**src/rtl/vgg_mem_pkg.sv**
```systemverilog
// Shared constants and types for the VGG on-chip memory masters.
// Both the read and write masters use the same 11-bit word address / 16-bit data interface.
package vgg_mem_pkg;

  localparam int ADDR_W = 11;
  localparam int DATA_W = 16;

  localparam logic [1:0] BYTEENABLE_ALL = 2'b11;

  typedef enum logic {
    IDLE,
    RUN
  } wm_state_t;

endpackage

```
**src/rtl/sync_fifo.sv**
```systemverilog
// Small synchronous FIFO buffering PE results ahead of the Avalon write port.
// The head word is read combinationally from registered storage.
module sync_fifo #(
  parameter int DATA_W     = 16,
  parameter int FIFO_DEPTH = 4
) (
  input  logic              clk,
  input  logic              rst_n,
  input  logic              push,
  input  logic              pop,
  input  logic [DATA_W-1:0] din,
  output logic [DATA_W-1:0] dout,
  output logic              full,
  output logic              empty
);

  localparam int PTR_W = $clog2(FIFO_DEPTH);

  logic [DATA_W-1:0] mem [FIFO_DEPTH];
  logic [PTR_W:0]    wr_ptr;
  logic [PTR_W:0]    rd_ptr;
  logic              push_ok;
  logic              pop_ok;

  // The extra pointer bit separates the full and empty cases when the indices match.
  assign empty   = (wr_ptr == rd_ptr);
  assign full    = (wr_ptr[PTR_W] != rd_ptr[PTR_W]) &&
                   (wr_ptr[PTR_W-1:0] == rd_ptr[PTR_W-1:0]);
  assign push_ok = push && !full;
  assign pop_ok  = pop && !empty;
  assign dout    = mem[rd_ptr[PTR_W-1:0]];

  always_ff @(posedge clk or negedge rst_n) begin
    if (!rst_n) begin
      wr_ptr <= '0;
      rd_ptr <= '0;
    end else begin
      if (push_ok) wr_ptr <= wr_ptr + 1'b1;
      if (pop_ok)  rd_ptr <= rd_ptr + 1'b1;
    end
  end

  always_ff @(posedge clk) begin
    if (push_ok) mem[wr_ptr[PTR_W-1:0]] <= din;
  end

endmodule

```
**src/rtl/onchip_write_master_output.sv**
```systemverilog
// Avalon-MM write master draining PE result words into on-chip output memory,
// one write per word at incrementing addresses from a control-supplied base.
module onchip_write_master_output
  import vgg_mem_pkg::*;
#(
  parameter int ADDR_W     = vgg_mem_pkg::ADDR_W,
  parameter int DATA_W     = vgg_mem_pkg::DATA_W,
  parameter int FIFO_DEPTH = 4
) (
  input  logic              clk,
  input  logic              rst_n,
  output logic [ADDR_W-1:0] addr_write,
  output logic [DATA_W-1:0] data_write,
  output logic [1:0]        byteenable,
  output logic              write,
  output logic              chipselect,
  input  logic              wait_request,
  input  logic              start,
  input  logic [ADDR_W-1:0] base_addr,
  input  logic [ADDR_W:0]   num_words,
  output logic              busy,
  output logic              done,
  input  logic [DATA_W-1:0] data_in,
  input  logic              data_in_valid,
  output logic              data_in_ready
);

  localparam logic [ADDR_W:0]   CNT_ONE  = (ADDR_W + 1)'(1);
  localparam logic [ADDR_W-1:0] ADDR_ONE = ADDR_W'(1);

  wm_state_t         state_q;
  wm_state_t         state_d;
  logic [ADDR_W-1:0] addr_q;
  logic [ADDR_W:0]   accept_left;
  logic [ADDR_W:0]   write_left;
  logic              done_q;
  logic              done_d;
  logic              load;
  logic              run;
  logic              push;
  logic              complete;
  logic              fifo_full;
  logic              fifo_empty;
  logic [DATA_W-1:0] fifo_dout;

  sync_fifo #(
    .DATA_W    (DATA_W),
    .FIFO_DEPTH(FIFO_DEPTH)
  ) u_fifo (
    .clk  (clk),
    .rst_n(rst_n),
    .push (push),
    .pop  (complete),
    .din  (data_in),
    .dout (fifo_dout),
    .full (fifo_full),
    .empty(fifo_empty)
  );

  // A full FIFO refuses a push even when a pop happens in the same cycle.
  assign run           = (state_q == RUN);
  assign data_in_ready = run && !fifo_full && (accept_left != '0);
  assign push          = data_in_valid && data_in_ready;
  assign write         = run && !fifo_empty;
  assign chipselect    = write;
  assign complete      = write && !wait_request;
  assign addr_write    = addr_q;
  assign data_write    = fifo_dout;
  assign byteenable    = BYTEENABLE_ALL;
  assign busy          = run;
  assign done          = done_q;

  always_ff @(posedge clk or negedge rst_n) begin
    if (!rst_n) begin
      state_q <= IDLE;
      done_q  <= 1'b0;
    end else begin
      state_q <= state_d;
      done_q  <= done_d;
    end
  end

  // A zero-word job completes immediately without ever leaving IDLE.
  always_comb begin
    state_d = state_q;
    done_d  = 1'b0;
    load    = 1'b0;
    case (state_q)
      IDLE: begin
        if (start) begin
          if (num_words != '0) begin
            state_d = RUN;
            load    = 1'b1;
          end else begin
            done_d = 1'b1;
          end
        end
      end
      RUN: begin
        if (complete && (write_left == CNT_ONE)) begin
          state_d = IDLE;
          done_d  = 1'b1;
        end
      end
      default: state_d = IDLE;
    endcase
  end

  always_ff @(posedge clk or negedge rst_n) begin
    if (!rst_n) begin
      addr_q      <= '0;
      accept_left <= '0;
      write_left  <= '0;
    end else if (load) begin
      addr_q      <= base_addr;
      accept_left <= num_words;
      write_left  <= num_words;
    end else begin
      if (push) accept_left <= accept_left - CNT_ONE;
      if (complete) begin
        addr_q     <= addr_q + ADDR_ONE;
        write_left <= write_left - CNT_ONE;
      end
    end
  end

endmodule

```
**config.mk**
```make
export PLATFORM = sky130hd
export DESIGN_NAME = onchip_write_master_output
export DESIGN_NICKNAME = d
export VERILOG_FILES = /design/src/rtl/vgg_mem_pkg.sv /design/src/rtl/sync_fifo.sv /design/src/rtl/onchip_write_master_output.sv
export SDC_FILE = /design/constraint.sdc
export NUM_CORES = 1
export LEC_CHECK = 0
export BUFFER_PORTS_ARGS = -buffer_cell sky130_fd_sc_hd__buf_2
export CAP_MARGIN = 20
export CORE_MARGIN = 3
export CORE_UTILIZATION = 58
export CTS_BUF_LIST = sky130_fd_sc_hd__clkbuf_8
export CTS_CLUSTER_SIZE = 10
export DETAILED_ROUTE_END_ITERATION = 6
export PLACE_DENSITY_LB_ADDON = 0.12
export SLEW_MARGIN = 20
export SYNTH_ARGS = -nofsm -noshare
export SYNTH_HDL_FRONTEND = slang
export SYNTH_SLANG_ARGS = --single-unit
```
**constraint.sdc**
```tcl
create_clock -name clk -period 2.63 [get_ports clk]
set_input_delay 0.1315 -clock clk [delete_from_list [all_inputs] [get_ports clk]]
set_output_delay 0.1315 -clock clk [all_outputs]
set_load 0.1 [all_outputs]
```
==> metrics, run 1 <==
Initial Utilization 0.611; CTS Buf Count 9; vias 3,224; Mapped Cells 354; most frequent cells in the layout buf_2 (75), edfxtp_1 (64), dfrtp_1 (43); register area share after synthesis 0.619; Site Rows 32; Sink Count 107; first-pass GRT wire length 16.0 mm; port buffer count 75; share of cells above drive strength 1 0.284; initial antenna violation count 0; GR Overflow Total 0; Final setup viols 0; H-tree depth 3; die width 97.4 um; status finished clean; CTS Hold Buffers Added 20; CTS clk-pin slew, worst paths 0.10 ns; ranking of synthesized cells by area edfxtp_1 (40%), dfrtp_1 (22%), mux4_2 (7.4%), nand2_1 (2.6%), ha_1 (2.6%); crit path time final 2.37 ns; CP Launch Type flop; Clock Latency Late Sink 0.37 ns; Final Hold Violating Endpoints 0; Final Skew 0.00984 ns; die area 0.00949 sq mm; most common cell after layout, fill and taps aside buf_2; area grow syn2layout 17.9%; clock root buffer clkbuf_8; fmax 421 MHz; max-slew violations 0; WP data required 2.63 ns; DRT Pass-1 Iters 4; number of synthesized flops with an enable pin 64; Initial DRC Count 119; final setup margin 0.256 ns; Cell variety after synth 57; Placement Setup Slack 0.226 ns; ys async rst share 0.402; DP Wirelength 6.85 mm; Main synth FF type edfxtp_1; Total Routed Length 9.93 mm; antenna cells 0; Placer Congestion 0.888; core area 0.00793 sq mm; Post-CTS Setup Bufs 0; Synth Cell Area 0.00485 sq mm; ANT nets after route 0; largest net degree at the start of global routing 44; Post-Syn Area per Cell 13.7 sq um; DR DRC count 0; WP data arrival 2.37 ns; Slew @ Worst Pin 0.973 ns; DIE HEIGHT 97.4 um; RSZ-0062 raised after global routing no; slew margin rel. 0.352; Synth warnings 0; Synth top area share 0.397; final critical-path share of the clock period 0.903; detailed-route vias per instance 5.77; CTS tree yes; post-cts repair resize count 0; vias in the first global route 3,128; post-synth top area cell edfxtp_1; Setup CP Type reg -> reg; Setup crit end kind flop; flops & latches, synth 107; I/O pin count 78; crit-path max FO 17; Min-Delay Path Class in -> reg; GR Util All Layers 0.217; Max-cap violations 0; setup TNS 0 ns; Clock Path Buffers 2; WL/cell 17.8 um; Final nets 506
==> synth_stat cells, types with 2 or more instances <==
| master | instances |
|---|---|
| nand3_1 | 6 |
| or3_1 | 5 |
| inv_1 | 9 |
| dfrtp_1 | 43 |
| buf_4 | 7 |
| a211oi_1 | 2 |
| mux4_2 | 16 |
| nand4_1 | 3 |
| nor4b_1 | 2 |
| nand2b_1 | 2 |
| nor2_1 | 19 |
| clkbuf_1 | 4 |
| o31a_1 | 3 |
| a21oi_1 | 9 |
| xor2_1 | 7 |
| xnor2_1 | 11 |
| o22ai_1 | 2 |
| o211ai_1 | 9 |
| and2_1 | 4 |
| xor2_2 | 2 |
| edfxtp_1 | 64 |
| or4_4 | 2 |
| a311oi_1 | 2 |
| nor3_1 | 6 |
| o311ai_0 | 4 |
| buf_2 | 8 |
| o21ai_1 | 5 |
| nor4_1 | 5 |
| or4_1 | 2 |
| ha_1 | 10 |
| nand2_1 | 34 |
| and3_1 | 3 |
| o21ai_0 | 17 |
| o311ai_1 | 4 |
==> logic make-up after synthesis <==
| group | Yosys count | share of synthesized area |
|---|---|---|
| DFF | 107 | 0.619 |
| xor gates and xnor gates | 20 | 0.0392 |
| other | 1 | 0.000774 |
| adders and majority gates | 10 | 0.0258 |
| AOI/OAI and AO/OA | 67 | 0.0963 |
| muxes | 16 | 0.0744 |
| and+or+nand+nor | 105 | 0.116 |
| buffers and inverters | 28 | 0.0292 |
==> critical path: stages, from the launching register on <==
cell     delay, ns
dfrtp_1       0.38
inv_1         0.07
ha_1          0.19
nor4b_1       0.13
and3_1        0.23
nor3b_4       0.28
and2_1        0.72
==> worst paths after layout <==
kind,start,to,slack [ns],cells after the start
max in group asynchronous,rst_n,u_fifo.wr_ptr[2],1.58,2
worst max-delay path,accept_left[0],u_fifo.mem[3][3],0.26,6
worst min-delay path,base_addr[1],addr_write[1],0.03,3
worst min register to register,write_left[9],write_left[9],0.53,1
min in group asynchronous,rst_n,accept_left[3],0.43,2
worst max register to register,accept_left[0],u_fifo.mem[3][3],0.26,6
==> flip-flops by register name (all words and copies together) (netlist names) <==
signal and flops:
accept_left 12, addr_write 11, busy 1, done 1
u_fifo.mem 64, u_fifo.rd_ptr 3, u_fifo.wr_ptr 3, write_left 12
==> layer usage <==
| layer | up-vias | global-route usage | wire length [um] |
|---|---|---|---|
| li1 | 1534 | - | - |
| met1 | 1577 | 0.289 | 4090 |
| met2 | 100 | 0.370 | 5140 |
| met3 | 13 | 0.0424 | 548 |
| met4 | 0 | 0.0586 | 144 |
| met5 | - | 0 | 0 |
==> final cells by class <==
type                       instances  area (sq um)
multi-input combinational        220          1720
timing repair buffer             105           651
sequential                       107          3000
clock inverter                     7          60.1
fill                             536          2210
inverter                           9          33.8
clock buffer                       9           124
tap                              102           128
==> metrics by stage <==
stage          instance area [sq um]   util  instances  hold slack [ns]
2_1_floorplan                   4850      -        355           -0.164
3_3_place_gp                    5330  0.672        523            0.342
3_5_place_dp                    5330  0.672        523            0.335
4_1_cts                         5710  0.721        559           0.0139
5_1_grt                         5710  0.721        559           0.0260
6_report                        5710  0.721        559           0.0260
Power of run 1 is left out: the tool's default activity adds up to more than one toggle a clock period on the data nets, which glitch-free logic cannot reach.
==> run 2, diff against run 1 <==
--- a/config.mk
+++ b/config.mk
@@ -12,7 +12,8 @@
 export CTS_BUF_LIST = sky130_fd_sc_hd__clkbuf_8
 export CTS_CLUSTER_SIZE = 10
 export DETAILED_ROUTE_END_ITERATION = 6
-export PLACE_DENSITY_LB_ADDON = 0.12
+export GPL_TIMING_DRIVEN = 0
+export PLACE_DENSITY = 0.93
 export SLEW_MARGIN = 20
 export SYNTH_ARGS = -nofsm -noshare
 export SYNTH_HDL_FRONTEND = slang
==> run 2 against run 1 <==
Net effect: the run now ends with hold timing left; sequential share of layout area is 0.23 points lower; setup slack worse by 0.15 ns; highest routed layer unchanged; cell area is 0.44% higher; non-clock buffer count is 8 higher; register-to-register slack worse by 0.15 ns; worst hold slack worse by 0.031 ns; first-iteration DRC count is 34% higher; die area stayed put; utilization is 0.32 points higher.
==> metrics, run 2 (same netlist as run 1, synthesis figures left out) <==
status complete, but fails checks; failing checks hold timing; DR DRC count 0 (unchanged); Sink Count 107 (unchanged); CP Cell Sequence buf_4 > xor2_2 > o31ai_1 > buf_2 > nor3b_4 > and2_2; HP Start base_addr[8]; Site Rows 32 (unchanged); CTS Buf Count 9 (unchanged); most frequent cells in the layout buf_2 (83), edfxtp_1 (64), dfrtp_1 (43); final critical-path share of the clock period 0.959 (+0.0561); Final Skew 0.0164 ns (+0.00659 ns); slowest stage delay, CP 0.53 ns (-0.19 ns); Reg2Reg Depth 6 (unchanged); Max-cap violations 0 (unchanged); RSZ-0062 raised after global routing yes; Final nets 514 (+1.6%); Initial DRC Count 159 (+34%); Min-Delay Path Class in -> reg; antenna cells 0 (unchanged); Setup crit end kind flop; I/O pin count 78 (unchanged); Setup CP Type reg -> reg; max-slew violations 0 (unchanged); fmax 397 MHz (-5.8%); WP data required 2.64 ns (about the same); FF-to-FF setup slack 0.11 ns (-0.15 ns); Final Hold Violating Endpoints 1 (+1); Largest register FFs 64 (unchanged); core area 0.00793 sq mm (unchanged); Total Routed Length 10.6 mm (+6.5%); most common cell after layout, fill and taps aside buf_2; FF-to-FF Start u_fifo.rd_ptr[1]; crit path time final 2.52 ns (+0.147 ns); GR Overflow Total 0 (unchanged); WHS Endpoint addr_write[8]; vias in the first global route 3,451 (+10%); CTS tree yes; WL/cell 18.6 um (+5.0%); Clock Path Buffers 2 (unchanged); GR Util All Layers 0.226 (+0.00826); CP Launch Point u_fifo.rd_ptr[1]; largest net degree at the start of global routing 44 (unchanged); CP Launch Type flop; Initial Utilization 0.611 (unchanged); area grow syn2layout 18.4%; Placer Congestion 0.914 (+2.9%); clock root buffer clkbuf_8; Critical-path top delay cell and2_2; Filler cells 524 (-2.2%); CP delay by family, top simple AND/OR/NAND/NOR gates; crit path buf inv count 2 (+1); hold depth 3 (unchanged); initial antenna violation count 0 (unchanged); DP Wirelength 7.47 mm (+9.1%); Post-CTS Setup Bufs 0 (unchanged); Final setup viols 0 (unchanged); Slew @ Worst Pin 0.975 ns (+0.00208 ns); CTS clk-pin slew, worst paths 0.11 ns (about the same); detailed-route vias per instance 5.96 (+3.3%); WP data arrival 2.53 ns (+0.16 ns); ANT nets after route 0 (unchanged); tightest hold margin -0.00469 ns (-0.0307 ns); port buffer count 75 (unchanged); slew margin rel. 0.350 (-0.00139); DIE HEIGHT 97.4 um (unchanged); Clock Latency Late Sink 0.37 ns (about the same); DRT Pass-1 Iters 5 (+1); Reg-to-Reg End u_fifo.mem[3][10]; share of cells above drive strength 1 0.297 (+0.0123); Crit path depth 6 (unchanged); vias 3,378 (+4.8%); H-tree depth 3 (unchanged); crit-path max FO 17 (unchanged); die width 97.4 um (unchanged); first-pass GRT wire length 17.0 mm (+6.0%); die area 0.00949 sq mm (unchanged)
run 2: cell types whose count changed in the layout (fill, tap and decap cells not counted), sizes merged:
cell	previous run	this run
clkinv	2	3
inv	13	12
buf	85	90
clkbuf	9	13
dlygate4sd3	20	19
run 2: worst max-delay path by stage:
stage	slack, ns	endpoint
2_1_floorplan	0.01	u_fifo.mem[3][0]
3_3_place_gp	-0.05	u_fifo.mem[3][11]
3_5_place_dp	-0.13	u_fifo.mem[3][0]
4_1_cts	0.12	u_fifo.mem[3][1]
5_1_grt	-0.03	u_fifo.mem[3][7]
6_report	0.11	u_fifo.mem[3][10]
run 2: layout make-up:
class                      instances  area (sq um)  area share
clock buffer                       9           124      0.0216
multi-input combinational        220          1720       0.299
buffer                            19           108      0.0187
tap                              102           128      0.0222
inverter                           9          33.8     0.00589
clock inverter                     7          65.1      0.0113
timing repair buffer              94           566      0.0985
sequential                       107          3000       0.522
run 2: layer usage:
layer,GRT usage,share of wire,wire [um]
met4,0.0639,0.017,183
met1,0.302,0.41,4350
met5,0,0,0
met3,0.0359,0.068,714
met2,0.386,0.50,5320
run 2: timing repair:
item / in CTS / in global routing
hold buffers: 19 / 0
resized for setup: 4 / 0
hold endpoints to repair: 107 / 0
endpoints found under the setup margin: 65 / 36
run 2: metrics by stage:
stage                     area [sq um]  utilization  cells  setup WS [ns]  TNS (ns)
after floorplan                   4850            -    355         0.0141         0
after global placement            5360        0.676    532        -0.0483    -0.821
after detailed placement          5360        0.676    532         -0.130     -6.36
after CTS                         5740        0.724    567          0.116         0
after global routing              5740        0.724    567        -0.0269    -0.480
final                             5740        0.724    567          0.109         0
run 2: tightest hold or removal path, cell delays in order:
cell and delay [ns]:
buf_2 0.08, nand2_1 0.04, o21ai_0 0.08
Power of run 2 is left out for the same reason.
==> run 3, diff against run 2 <==
--- a/config.mk
+++ b/config.mk
@@ -5,14 +5,15 @@
 export SDC_FILE = /design/constraint.sdc
 export NUM_CORES = 1
 export LEC_CHECK = 0
+export ABC_AREA = 1
 export BUFFER_PORTS_ARGS = -buffer_cell sky130_fd_sc_hd__buf_2
 export CAP_MARGIN = 20
 export CORE_MARGIN = 3
-export CORE_UTILIZATION = 58
+export CORE_UTILIZATION = 59
 export CTS_BUF_LIST = sky130_fd_sc_hd__clkbuf_8
 export CTS_CLUSTER_SIZE = 10
 export DETAILED_ROUTE_END_ITERATION = 6
-export GPL_TIMING_DRIVEN = 0
+export GPL_TIMING_DRIVEN = 1
 export PLACE_DENSITY = 0.93
 export SLEW_MARGIN = 20
 export SYNTH_ARGS = -nofsm -noshare
==> run 3 against run 2 <==
Net effect: count of clock-buffer cells in the layout unchanged; cell area up 9.2%; the flow now finishes without violations; wire length up 20%; synthesized cell count up 73%; sequential share of layout area down 4.4 points; first-iteration DRC count rose to 2.7 times the previous value; critical path type is now reg -> out.
==> metrics, run 3 <==
status finished clean; Min-Delay Path Class in -> reg; largest family of logic cells by synthesized area simple AND/OR/NAND/NOR gates; flops & latches, synth 107 (unchanged); crit-path max FO 19 (+2); Post-Synth Adder-Cell Area 0.0229 (-0.00297); Initial Utilization 0.619 (+0.00751); Setup CP Type reg -> out; ys async rst share 0.402 (unchanged); Total Routed Length 12.7 mm (+20%); area grow syn2layout 14.5%; port buffer count 75 (unchanged); first-pass GRT wire length 20.3 mm (+20%); CTS Buf Count 9 (unchanged); clock root buffer clkbuf_8; detailed-route vias per instance 5.62 (-5.7%); Slew @ Worst Pin 1.00 ns (+0.0251 ns); Mapped Cells 614 (+73%); Final nets 754 (+47%); design area 0.00627 sq mm (+9.2%); Synth Cell Area 0.00548 sq mm (+13%); most common cell after layout, fill and taps aside nand2_1; placed inst area 0.00588 sq mm (+9.8%); CP Launch Point u_fifo.rd_ptr[1]; max-slew violations 0 (unchanged); slew margin rel. 0.333 (-0.0168); DRT Pass-1 Iters 7 (+2); CTS clk-pin slew, worst paths 0.12 ns (about the same); GR Util All Layers 0.248 (+0.0221); RSZ-0062 raised after global routing no; DR DRC count 0 (unchanged); Initial DRC Count 422 (+170%); HP Start base_addr[7]; Max-cap violations 0 (unchanged); WP data arrival 2.36 ns (-0.17 ns); Largest register FFs 64 (unchanged); Clock Latency Late Sink 0.37 ns (about the same); ranking of synthesized cells by area edfxtp_1 (35%), dfrtp_1 (20%), nand2_1 (12%), nand3_1 (5.9%), nor2_1 (4.8%); H-tree depth 3 (unchanged); Sink Count 107 (unchanged); CP Launch Type flop; post-synth top area cell edfxtp_1; complex-gate fraction of the synthesized area 0.0706 (-0.0257); post-cts repair resize count 0 (-4); Synth Area in Simple Gates 0.256 (+0.141); I/O pin count 78 (unchanged); share of cells above drive strength 1 0.167 (-0.129); Post-CTS Setup Bufs 0 (unchanged); placed cells 780 (+47%); DP Wirelength 8.73 mm (+17%); WL/cell 15.6 um (-16%); DIE HEIGHT 102 um (+5.1%); Synth top area share 0.351 (-0.0456); most frequent cells in the layout nand2_1 (171), buf_2 (75), nor2_1 (70); crit path time final 2.49 ns (-0.0315 ns); FF-to-FF setup slack 0.41 ns (+0.30 ns); Main synth FF type edfxtp_1; Final Hold Violating Endpoints 0 (-1); die width 102 um (+5.1%); largest net degree at the start of global routing 61 (+39%); number of synthesized flops with an enable pin 64 (unchanged); Synth warnings 0 (unchanged); core area 0.00885 sq mm (+12%); Setup crit end kind output pin; CTS Hold Buffers Added 17 (-2); vias 4,569 (+35%); die area 0.0105 sq mm (+10%); final critical-path share of the clock period 0.947 (-0.0120); Final setup viols 0 (unchanged); antenna cells 0 (unchanged); Core Util, Final 0.708 (-0.0157); mux contribution to synthesized area 0 (-0.0744); register area share after synthesis 0.548 (-0.0711); Cell variety after synth 32 (-44%); vias in the first global route 4,212 (+22%); Post-Syn Area per Cell 8.92 sq um (-35%); Final Skew 0.0169 ns (+0.000458 ns); WP data required 2.50 ns (-0.14 ns); xor/xnor cell area share of the yosys netlist 0.0347 (-0.00451); initial antenna violation count 0 (unchanged); Commonest cells post-synth nand2_1 (171), nor2_1 (70), edfxtp_1 (64), nand3_1 (64), o21ai_0 (52); FF-to-FF Start busy; fmax 402 MHz (+1.3%); most common cell in the netlist nand2_1; Clock Path Buffers 2 (unchanged); Reg2Reg Depth 8 (+2); Placer Congestion 0.898 (-1.7%); Final Instance Count excl. Fillers 813 (+43%); CTS tree yes; hold depth 5 (+2); setup TNS 0 ns (unchanged); Site Rows 34 (+6.3%); ANT nets after route 0 (unchanged); GR Overflow Total 0 (unchanged)
run 3: path summary, 6_finish.rpt:
path                                  endpoint
worst max-delay path            data_write[13]
max in group asynchronous       write_left[11]
min in group asynchronous        addr_write[0]
worst min-delay path             addr_write[7]
worst min register to register   write_left[0]
worst max register to register   addr_write[2]
run 3: worst max-delay path: stages (launching register included):
cell	delay (ns)
dfrtp_1	0.62
inv_1	0.52
o21ai_0	0.22
o22ai_1	0.18
buf_2	0.46
run 3: kinds of logic (layout without fill, tap and decap cells):
group,Yosys count,after routing
AO/OA/AOI/OAI,73,73
XOR/XNOR,20,20
adder cells (fa/ha/maj),10,10
buffers and inverters,77,167
flip-flops,107,107
other,1,2
AND/OR/NAND/NOR,326,326
run 3: per-layer routing:
| layer | wire (um) | global-route usage | vias up |
|---|---|---|---|
| li1 | - | - | 2188 |
| met1 | 5300 | 0.338 | 2164 |
| met2 | 6300 | 0.417 | 201 |
| met3 | 923 | 0.0451 | 16 |
| met4 | 151 | 0.0575 | 0 |
| met5 | 0 | 0 | - |
run 3: per-stage QoR:
| stage | setup slack, ns | hold slack [ns] |
|---|---|---|
| CTS | 0.173 | 0.0600 |
| global placement | 0.521 | 0.334 |
| global route | 0.0115 | 0.0824 |
| floorplan | 0.0219 | -0.164 |
| finish | 0.140 | 0.0665 |
| detailed placement | 0.471 | 0.343 |
run 3: final cells by class:
type	count	area, sq um
sequential	107	3000
fill	641	2580
multi-input combinational	431	2110
timing repair buffer	102	621
inverter	49	184
tap	108	135
clock buffer	9	124
clock inverter	7	92.6
Power of run 3 is left out for the same reason.
